<file path="src/rtl/shift_seq_pkg.sv">
// Shared types and default parameters for the shift sequencer and its arbiter.
package shift_seq_pkg;

    localparam int NBITS_DEF = 32;
    localparam int STEP_DEF  = 3;
    localparam int AMT_W_DEF = 6;

    typedef enum logic [1:0] {
        IDLE = 2'd0,
        BUSY = 2'd1,
        DONE = 2'd2
    } state_t;

    typedef logic id_t;

endpackage

</file>
<file path="src/rtl/rr_arb2.sv">
// Two-way round-robin grant: a lone request wins outright, a tie goes to the
// requester that did not win last time.
module rr_arb2
    import shift_seq_pkg::*;
(
    input  logic [1:0] req_i,
    input  id_t        last_grant_i,
    output logic [1:0] gnt_o
);

    always_comb begin
        gnt_o = req_i;
        if (req_i == 2'b11) begin
            gnt_o = (last_grant_i == 1'b1) ? 2'b01 : 2'b10;
        end
    end

endmodule

</file>
<file path="src/rtl/shift_sequencer.sv">
// Multi-cycle logical left shifter built from a fixed STEP-bit stage and a
// 1-bit stage, shared between two requesters via round-robin arbitration.
module shift_sequencer
    import shift_seq_pkg::*;
#(
    parameter int NBITS = NBITS_DEF,
    parameter int STEP  = STEP_DEF,
    parameter int AMT_W = AMT_W_DEF
) (
    input  logic             clk,
    input  logic             rst_n,
    input  logic [1:0]       req_valid,
    input  logic [NBITS-1:0] req0_data,
    input  logic [AMT_W-1:0] req0_amt,
    input  logic [NBITS-1:0] req1_data,
    input  logic [AMT_W-1:0] req1_amt,
    output logic [1:0]       req_ready,
    output logic             out_valid,
    output logic [NBITS-1:0] out_data,
    output logic             out_id,
    input  logic             out_ready,
    output logic             busy,
    output state_t           dbg_state
);

    // Handshake: a request transfers on a rising edge where req_valid[i] and
    // req_ready[i] are both high; a result transfers where out_valid and
    // out_ready are both high. req_ready is only ever raised in IDLE.

    state_t           state_q, state_d;
    logic [NBITS-1:0] acc_q, acc_d;
    logic [AMT_W-1:0] rem_q, rem_d;
    id_t              out_id_q, out_id_d;
    id_t              last_grant_q, last_grant_d;

    logic [1:0]       gnt;
    logic [NBITS-1:0] sel_data;
    logic [AMT_W-1:0] sel_amt;
    id_t              sel_id;
    logic [NBITS-1:0] acc_coarse;
    logic [NBITS-1:0] acc_fine;

    rr_arb2 u_arb (
        .req_i        (req_valid),
        .last_grant_i (last_grant_q),
        .gnt_o        (gnt)
    );

    assign sel_id     = id_t'(gnt[1]);
    assign sel_data   = gnt[1] ? req1_data : req0_data;
    assign sel_amt    = gnt[1] ? req1_amt  : req0_amt;
    assign acc_coarse = acc_q << STEP;
    assign acc_fine   = acc_q << 1;

    always_comb begin
        state_d      = state_q;
        acc_d        = acc_q;
        rem_d        = rem_q;
        out_id_d     = out_id_q;
        last_grant_d = last_grant_q;
        req_ready    = 2'b00;
        case (state_q)
            IDLE: begin
                req_ready = gnt;
                if (|gnt) begin
                    acc_d        = sel_data;
                    rem_d        = sel_amt;
                    out_id_d     = sel_id;
                    last_grant_d = sel_id;
                    if (sel_amt == '0) begin
                        state_d = DONE;
                    end else if (int'(sel_amt) >= NBITS) begin
                        // Everything shifts out; skip the walk entirely.
                        acc_d   = '0;
                        rem_d   = '0;
                        state_d = DONE;
                    end else begin
                        state_d = BUSY;
                    end
                end
            end
            BUSY: begin
                if (int'(rem_q) >= STEP) begin
                    acc_d = acc_coarse;
                    rem_d = rem_q - AMT_W'(STEP);
                end else begin
                    acc_d = acc_fine;
                    rem_d = rem_q - AMT_W'(1);
                end
                if (rem_d == '0) begin
                    state_d = DONE;
                end
            end
            DONE: begin
                if (out_ready) begin
                    state_d = IDLE;
                end
            end
            default: state_d = IDLE;
        endcase
    end

    always_ff @(posedge clk) begin
        if (!rst_n) begin
            state_q      <= IDLE;
            acc_q        <= '0;
            rem_q        <= '0;
            out_id_q     <= 1'b0;
            last_grant_q <= 1'b1;
        end else begin
            state_q      <= state_d;
            acc_q        <= acc_d;
            rem_q        <= rem_d;
            out_id_q     <= out_id_d;
            last_grant_q <= last_grant_d;
        end
    end

    assign out_valid = (state_q == DONE);
    assign out_data  = out_valid ? acc_q : '0;
    assign out_id    = out_id_q;
    assign busy      = (state_q != IDLE);
    assign dbg_state = state_q;

endmodule
</file>
<file path="config.mk">
export PLATFORM = sky130hd
export DESIGN_NAME = shift_sequencer
export DESIGN_NICKNAME = d
export VERILOG_FILES = /design/src/rtl/shift_seq_pkg.sv /design/src/rtl/rr_arb2.sv /design/src/rtl/shift_sequencer.sv
export SDC_FILE = /design/constraint.sdc
export NUM_CORES = 1
export LEC_CHECK = 0
export BUFFER_PORTS_ARGS = -buffer_cell sky130_fd_sc_hd__buf_2
export CORE_ASPECT_RATIO = 0.8
export CORE_MARGIN = 5
export CORE_UTILIZATION = 25
export CTS_BUF_LIST = sky130_fd_sc_hd__clkbuf_8
export CTS_CLUSTER_SIZE = 14
export DETAILED_ROUTE_END_ITERATION = 7
export SKIP_CTS_REPAIR_TIMING = 1
export SLEW_MARGIN = 25
export SYNTH_ARGS = -nofsm -noshare
export SYNTH_HDL_FRONTEND = slang
export SYNTH_SLANG_ARGS = --single-unit
export TNS_END_PERCENT = 1
</file>
<file path="constraint.sdc">
create_clock -name clk -period 2.25 [get_ports clk]
set_clock_uncertainty 0.15 [all_clocks]
set_input_delay 0.1125 -clock clk [delete_from_list [all_inputs] [get_ports clk]]
set_output_delay 0.1125 -clock clk [all_outputs]
set_load 0.05 [all_outputs]
</file>
After elaboration in Yosys (flattened, before gate mapping)
Cells that the tools add are included.
{"block": "classes", "addsub": 2, "eq_ne": 6, "reduce_logical": 9, "magnitude_cmp": 2, "muxes": 23}
{"cell": "2-to-1 mux 32 bit", "n": 6}
{"cell": "case mux 32 bit (2 select lines)", "n": 1}
{"cell": "2-to-1 mux 6 bit", "n": 6}
{"cell": "2-to-1 mux 2 bit", "n": 8}
{"cell": "logical NOT 6 bit", "n": 2}
{"cell": "case mux 6 bit (2 select lines)", "n": 1}
{"cell": "greater-or-equal comparator 6 x 2 -> 1 bit (second input constant)", "n": 1}
{"cell": "greater-or-equal comparator 6 bit (second input constant)", "n": 1}
{"cell": "case mux 2 bit (3 select lines)", "n": 1}
{"cell": "subtractor 6 x 1 -> 6 bit (second input constant)", "n": 1}
{"cell": "subtractor 6 x 2 -> 6 bit (second input constant)", "n": 1}
{"cell": "== test 2 bit (second input constant)", "n": 2}
{"cell": "inequality test 2 bit (second input constant)", "n": 2}
{"cell": "AND reduction 2 bit", "n": 2}
{"cell": "nonzero test 2 bit", "n": 2}
{"cell": "AND reduction 3 bit", "n": 1}
{"cell": "== test 2 x 1 -> 1 bit (second input constant)", "n": 1}
{"cell": "logical NOT 2 bit", "n": 1}
{"cell": "inequality test 2 x 1 -> 1 bit (second input constant)", "n": 1}
{"cell": "OR reduction 2 bit", "n": 1}
{"block": "totals", "inputBits": 81, "wordCells": 47, "regBits": 42, "out_inout_bits": 39}

Logic depth before layout (Yosys ltp)
Gate-level depths: netlist of run 1.
{"block": "depth", "ltp_word": 8, "mapped_depth": 8, "mapped_depth_nobuf": 7}

Modules after synthesis
Synthesis of run 1 repeated with hierarchy kept, for this count alone.
{"block": "unflattened", "cells_unflattened": 362, "area_unflattened_um2": 3021.6}
{"module": "shift_sequencer", "area_per_inst_um2": 3002.9, "cells_each": 359, "instances": 1}
{"module": "rr_arb2", "area_per_inst_um2": 18.8, "cells_each": 3, "instances": 1}

Least setup slack after synthesis of run 1
Ideal clock, no wire load.
{"block": "synth_path", "path_kind": "reg2out", "from": "reg state_q[1] (netlist: dbg_state[1])", "to": "out out_data[23]", "slack_ns": -0.313, "t_arrival_ns": 2.301, "path_buffers": 2, "t_required_ns": 1.987, "path_stages_with_launch": 5, "path_cell_list": "dfxtp_1 -> clkbuf_1 -> nor2b_1 -> clkbuf_1 -> and2_1"}
{"block": "synth_via", "elab_chain_len": 2}
{"item": "from (decl)", "line_no": "shift_sequencer.sv:30", "rtl": "state_t state_q, state_d;"}
{"item": "from (signal assigned)", "line_no": "shift_sequencer.sv:111", "rtl": "state_q <= state_d;"}
{"item": "== test 2 bit", "line_no": "shift_sequencer.sv:119", "rtl": "assign out_valid = (state_q == DONE);"}
{"item": "via out_valid", "line_no": "shift_sequencer.sv:18", "rtl": "output logic out_valid,"}
{"item": "2-to-1 mux 32 bit", "line_no": "shift_sequencer.sv:120", "rtl": "assign out_data = out_valid ? acc_q : '0;"}
{"item": "to (decl)", "line_no": "shift_sequencer.sv:19", "rtl": "output logic [NBITS-1:0] out_data,"}
The timed path passes the listed nets, and every way through them passes these cells.

Worst setup path in the final report of run 1
{"block": "layout_path", "from": "reg rem_q[1]", "to": "reg acc_q[13]"}
{"block": "layout_via", "elab_chain_len": 3}
{"item": "from (decl)", "line_no": "shift_sequencer.sv:32", "rtl": "logic [AMT_W-1:0] rem_q, rem_d;"}
{"item": "from (signal assigned)", "line_no": "shift_sequencer.sv:113", "rtl": "rem_q <= rem_d;"}
{"item": "greater-or-equal comparator 6 x 2 -> 1 bit", "line_no": "shift_sequencer.sv:83", "rtl": "if (int'(rem_q) >= STEP) begin"}
{"item": "2-to-1 mux 32 bit", "line_no": "shift_sequencer.sv:83"}
{"item": "case mux 32 bit (2 select lines)", "line_no": "shift_sequencer.sv:62", "rtl": "case (state_q)"}
{"item": "to (signal assigned)", "line_no": "shift_sequencer.sv:106", "rtl": "acc_q <= '0;"}
{"item": "to (signal assigned)", "line_no": "shift_sequencer.sv:112", "rtl": "acc_q <= acc_d;"}
{"item": "to (decl)", "line_no": "shift_sequencer.sv:31", "rtl": "logic [NBITS-1:0] acc_q, acc_d;"}
No other way between the ends.
A chain may end at the register's enable or synchronous reset.

==> results of run 1 <==
-- state kept, by name, summed over array words and instances (netlist names) --
register / count
dbg_state: 2
rem_q: 6
acc_q: 32
out_id: 1
last_grant_q: 1
-- cells by family (layout without fill, tap and decap cells) --
| logic type | count (synthesis) | count (layout) | synth area share (%) |
|---|---|---|---|
| fa+ha+maj | 2 | 2 | 0.818 |
| buf+inv | 42 | 151 | 6.14 |
| flops | 42 | 42 | 27.5 |
| mux | 67 | 67 | 23.5 |
| simple gates | 98 | 98 | 17.7 |
| compound gates | 131 | 131 | 24.4 |
-- Yosys cell counts, types with 2 or more instances --
cell,number,area share [%]
a21oi_1,63,10
dfxtp_1,42,27
o21ai_0,41,6.7
and2_1,35,7.2
mux2_2,32,12
nor3_1,32,5.2
mux2i_1,29,9.5
clkbuf_1,20,2.5
nand2_1,10,1.2
buf_2,9,1.5
inv_1,7,0.86
mux2_1,6,2.2
buf_4,5,1.2
a21boi_0,4,0.98
nor2_1,4,0.49
nor2b_1,4,0.82
a211oi_1,3,0.74
a31oi_1,3,0.61
a32oi_1,3,0.86
nand3_1,3,0.49
o31ai_1,3,0.74
a22oi_1,2,0.49
ha_1,2,0.82
nor4_1,2,0.41
o2111ai_1,2,0.57
or2_2,2,0.41
-- critical path: stages, from the launching register on --
cell	delay [ps]
dfxtp_1	330
ha_1	260
nor3_4	240
and2_2	240
clkbuf_16	200
mux2_2	340
a21oi_1	140
a21oi_1	70
-- cell type report --
cell class / count / area, µm²
Clock buffer: 5 / 68.8
Clock inverter: 3 / 21.3
Fill cell: 1259 / 8060
Inverter: 7 / 26.3
Multi-Input combinational cell: 298 / 2060
Sequential cell: 42 / 841
Tap cell: 152 / 190
Timing Repair Buffer: 136 / 806
-- worst max-delay path by stage --
stage                        end  slack (ps)  cells past startpoint
finish                 acc_q[13]         130                      7
global route           acc_q[30]          10                      7
detailed placement     acc_q[29]         150                      7
global placement       acc_q[30]         200                      7
CTS                    acc_q[29]         140                      7
floorplan           out_data[24]         -40                      4
-- per-stage QoR --
step | util [%] | instances
after global routing | 33.2 | 643
after global placement | 32.0 | 631
after CTS | 32.7 | 639
after floorplan | - | 382
final | 33.2 | 643
after detailed placement | 32.0 | 631
-- report_power, final --
group | internal, µW | switching, µW | leakage, µW | total, µW
Clock | 218 | 282 | 0.0000441 | 500
Combinational | 1240 | 1600 | 0.00139 | 2840
Sequential | 1030 | 313 | 0.000347 | 1340
Total | 2490 | 2190 | 0.00178 | 4680
-- per-layer routing --
layer,part of all wire [%],GRT usage (%),up-vias,routed length (µm)
met1,46,17.0,1430,4550
met4,2.1,3.67,0,211
met2,46,21.2,103,4500
met5,0,0,-,0
met3,6.1,3.09,17,599
li1,-,-,1613,-
==> reports/summary.txt, run 1 <==
Final Total Pwr: 4680 µW
cts bufs inserted: 5
Ports: 120
initial antenna violation count: 0
1st-iter DRT viols: 230
H-tree levels: 2
WP data required: 2270 ps
syn_nets: 465
Layout Nets: 573
library cells used by synthesis: 40
finished layout cell area: 0.00401 mm²
Fmax achieved: 0.472 GHz
Area growth syn-to-layout: 31.1%
GPL Wtd Cong: 0.809
asr flop ratio synth: 0%
dpl ws: 155 ps
CTS tree: yes
global-route wire length before repair: 15.4 mm
worst skew pair latency: 300 ps
WHS Path Cells: 3
die span in x: 134 µm
hold slack: -3.03 ps
WP data arrival: 2140 ps
# port buffers: 119
Hold Path End: last_grant_q
Max Cap Viol: 0
Max Slew Vio Count: 0
mapped cell area: 0.00306 mm²
final hold vios: 1
FF+latch count, synth: 42
failing checks: hold timing
Inserted Diodes: 0
Setup-failing EPs final: 0
root buf cell: clkbuf_8
row cnt: 36
Die Y: 109 µm
vias in the first global route: 3032
r2r setup slk: 130 ps
worst r2r path cells: 7
reg2reg end: acc_q[13]
highest-count cells in the layout ignoring fill and taps: buf_2 (119), a21oi_1 (63), dfxtp_1 (42)
setup TNS: 0 ps
vias per cell: 4.92
top_reg_cell synth: dfxtp_1
placed cell areas: 0.00386 mm²
vias: 3163
Core ar.: 0.0121 mm²
Post-synth EDFFs: 0
measured slew at the worst slew-check pin: 426 ps
worst setup path startpoint: rem_q[1]
HPWL after DPL: 7.28 mm
Starting Density: 25.3%
Worst R2R Start: rem_q[1]
Tcrit/Tclk final: 94.1%
Power Dens Cells: 1170 mW/mm²
worst hold path startpoint: req_valid[1]
grt ovf: 0
Routed WL: 9.87 mm
Hold WC Path Type: in -> reg
post-synthesis sequential area ratio: 27.5%
setup ws final: 133 ps
relative slew slack: 71.5%
Die ar.: 0.0146 mm²
Avg WL per Cell: 15.3 µm
Clock Sinks: 42
first-pass detailed-route iteration total: 4
RSZ-0062 raised after global routing: no
largest net degree at the start of global routing: 41
Clock Tree Buf Depth: 2
Avg Cell Area, Syn: 8.01 µm²
commonest non-fill, non-tap cell in the layout: buf_2
Synth Instances: 382
CTS clk-pin slew, worst paths: 90 ps
GRT Total Usage: 12.9%
Antenna Violating Nets Remaining: 0
Tmin final: 2120 ps
critical path class: reg -> reg
critical path endpoint category: register
CP max FO: 15
leakage power: 0.00178 µW
outcome: finished with violations
CP startpoint kind: register
Peak VDD IR: 574 µV
synthesis warning total: 0
DRC viols: 0
share of cells above drive strength 1: 37.9%
(Power assumes the default switching activity.)
==> inputs of run 2 (changes only) <==
CAP_MARGIN = 40   (was default)
CORE_ASPECT_RATIO = 0.9   (was 0.8)
clock period = 2.2 ns   (was 2.25 ns; I/O delays follow)
==> run 2 against run 1 <==
Effect of this change:
- the flow now finishes without violations
- fmax grew 2.8%
- critical endpoint is now acc_q[15]
- combinational power fell by 5%
- largest cell class unchanged
- clock power up 22%
- final cell count increased by 0.47%
- non-clock buffer count decreased by 5
==> reports/summary.txt, run 2 (synthesized netlist as in run 1, its figures left out) <==
multi-input logic area: 0.00206 mm² (about the same)
Area growth syn-to-layout: 29.6%
HPWL after DPL: 6.82 mm (-6.4%)
CTS clk-pin slew, worst paths: 80 ps (about the same)
Avg WL per Cell: 14.3 µm (-6.8%)
Setup-failing EPs final: 0 (unchanged)
Die ar.: 0.0145 mm² (about the same)
Reg area: 842 µm² (+0.15%)
Clock Tree Buf Depth: 2 (unchanged)
Peak VDD IR: 504 µV (-12%)
final hold vios: 0 (-1)
vias per cell: 4.79 (-2.7%)
Power Dens Cells: 1180 mW/mm² (+0.76%)
Antenna Violating Nets Remaining: 0 (unchanged)
CP max FO: 31 (+16)
worst skew pair latency: 290 ps (about the same)
WP data required: 2220 ps (-50 ps)
filler cell count: 1300 (+3.3%)
outcome: complete, no violations
global-route wire length before repair: 14.9 mm (-3.4%)
max reg flops: 32 (unchanged)
largest net degree at the start of global routing: 72 (+76%)
Tmin final: 2060 ps (-57.3 ps)
GRT Total Usage: 12.3% (-0.62 points)
relative slew slack: 67.2% (-4.4 points)
DRC viols: 0 (unchanged)
largest reg by FF count: acc_q
row cnt: 38 (+5.6%)
Inserted Diodes: 0 (unchanged)
Ports: 120 (unchanged)
vias in the first global route: 3000 (-1.1%)
leakage power: 0.00175 µW (-1.5%)
Layout Nets: 568 (-0.87%)
vias: 3092 (-2.2%)
Clock Sinks: 42 (unchanged)
Max Cap Viol: 0 (unchanged)
initial antenna violation count: 0 (unchanged)
grt ovf: 0 (unchanged)
die span in x: 127 µm (-5.3%)
critical path class: reg -> reg
root buf cell: clkbuf_8
final core utilization: 33.0% (-0.26 points)
Max Slew Vio Count: 0 (unchanged)
Fmax achieved: 0.485 GHz (+2.8%)
CP startpoint kind: register
share of cells above drive strength 1: 37.0% (-0.84 points)
H-tree levels: 2 (unchanged)
commonest non-fill, non-tap cell in the layout: buf_2
# port buffers: 119 (unchanged)
cts bufs inserted: 5 (unchanged)
Routed WL: 9.24 mm (-6.3%)
fin cells: 646 (+0.47%)
first-pass detailed-route iteration total: 4 (unchanged)
measured slew at the worst slew-check pin: 493 ps (+66.8 ps)
GPL Wtd Cong: 0.821 (+1.6%)
WP data arrival: 2080 ps (-60 ps)
Tcrit/Tclk final: 93.6% (-0.47 points)
CTS tree: yes
RSZ-0062 raised after global routing: no
critical path endpoint category: register
Starting Density: 25.4% (+0.090 points)
Die Y: 115 µm (+5.5%)
Post-Place Cells: 636 (+0.79%)
1st-iter DRT viols: 236 (+2.6%)
Core ar.: 0.0120 mm² (-0.35%)
highest-count cells in the layout ignoring fill and taps: buf_2 (119), a21oi_1 (63), o21ai_0 (41), dfxtp_1 (41), and2_1 (33)
Hold WC Path Type: in -> reg
==> run 2: final cells by class <==
class	instances	share of cell area [%]
multi-input combinational	298	51.9
tap	160	5.05
clock buffer	5	1.74
clock inverter	3	1.04
inverter	7	0.663
sequential	42	21.2
timing repair buffer	131	18.4
==> run 2: power breakdown <==
| part | total, µW | internal [µW] | switching [µW] |
|---|---|---|---|
| Combinational | 2690 | 1140 | 1550 |
| Sequential | 1370 | 1050 | 314 |
| Clock | 610 | 334 | 275 |
| Total | 4660 | 2520 | 2140 |
==> run 2: layer usage <==
metal	GRT usage, %	vias up	share of wire, %
met5	0	-	0
met4	1.72	0	0.11
met3	3.67	2	8.0
met2	20.8	82	47
met1	15.9	1405	45
li1	-	1603	-
==> run 2: worst paths after layout <==
kind / start / to / slack, ps / cells past startpoint
min reg2reg: acc_q[30] / acc_q[30] / 340 / 2
max: rem_q[0] / acc_q[15] / 140 / 7
min: req_valid[0] / last_grant_q / 80 / 4
max reg2reg: rem_q[0] / acc_q[15] / 140 / 7
==> run 2: critical path: stages, from the launching register on <==
cell	delay [ps]
dfxtp_1	320
ha_1	260
nor3_4	210
and2_4	190
buf_12	190
mux2_2	350
a21oi_1	160
a21oi_1	80
==> run 2: per-stage QoR <==
stage | hold slack (ps) | power (µW) | instance area, µm² | setup TNS (ps) | worst slack, ps
2_1_floorplan | 98.3 | 3380 | 3060 | -632 | -90.2
3_3_place_gp | 252 | 3970 | 3820 | 0 | 186
3_5_place_dp | 259 | 4030 | 3820 | 0 | 103
4_1_cts | -57.5 | 4660 | 3930 | 0 | 52.1
5_1_grt | 91.6 | 5030 | 3960 | 0 | 11.2
6_report | 81.9 | 4660 | 3960 | 0 | 140
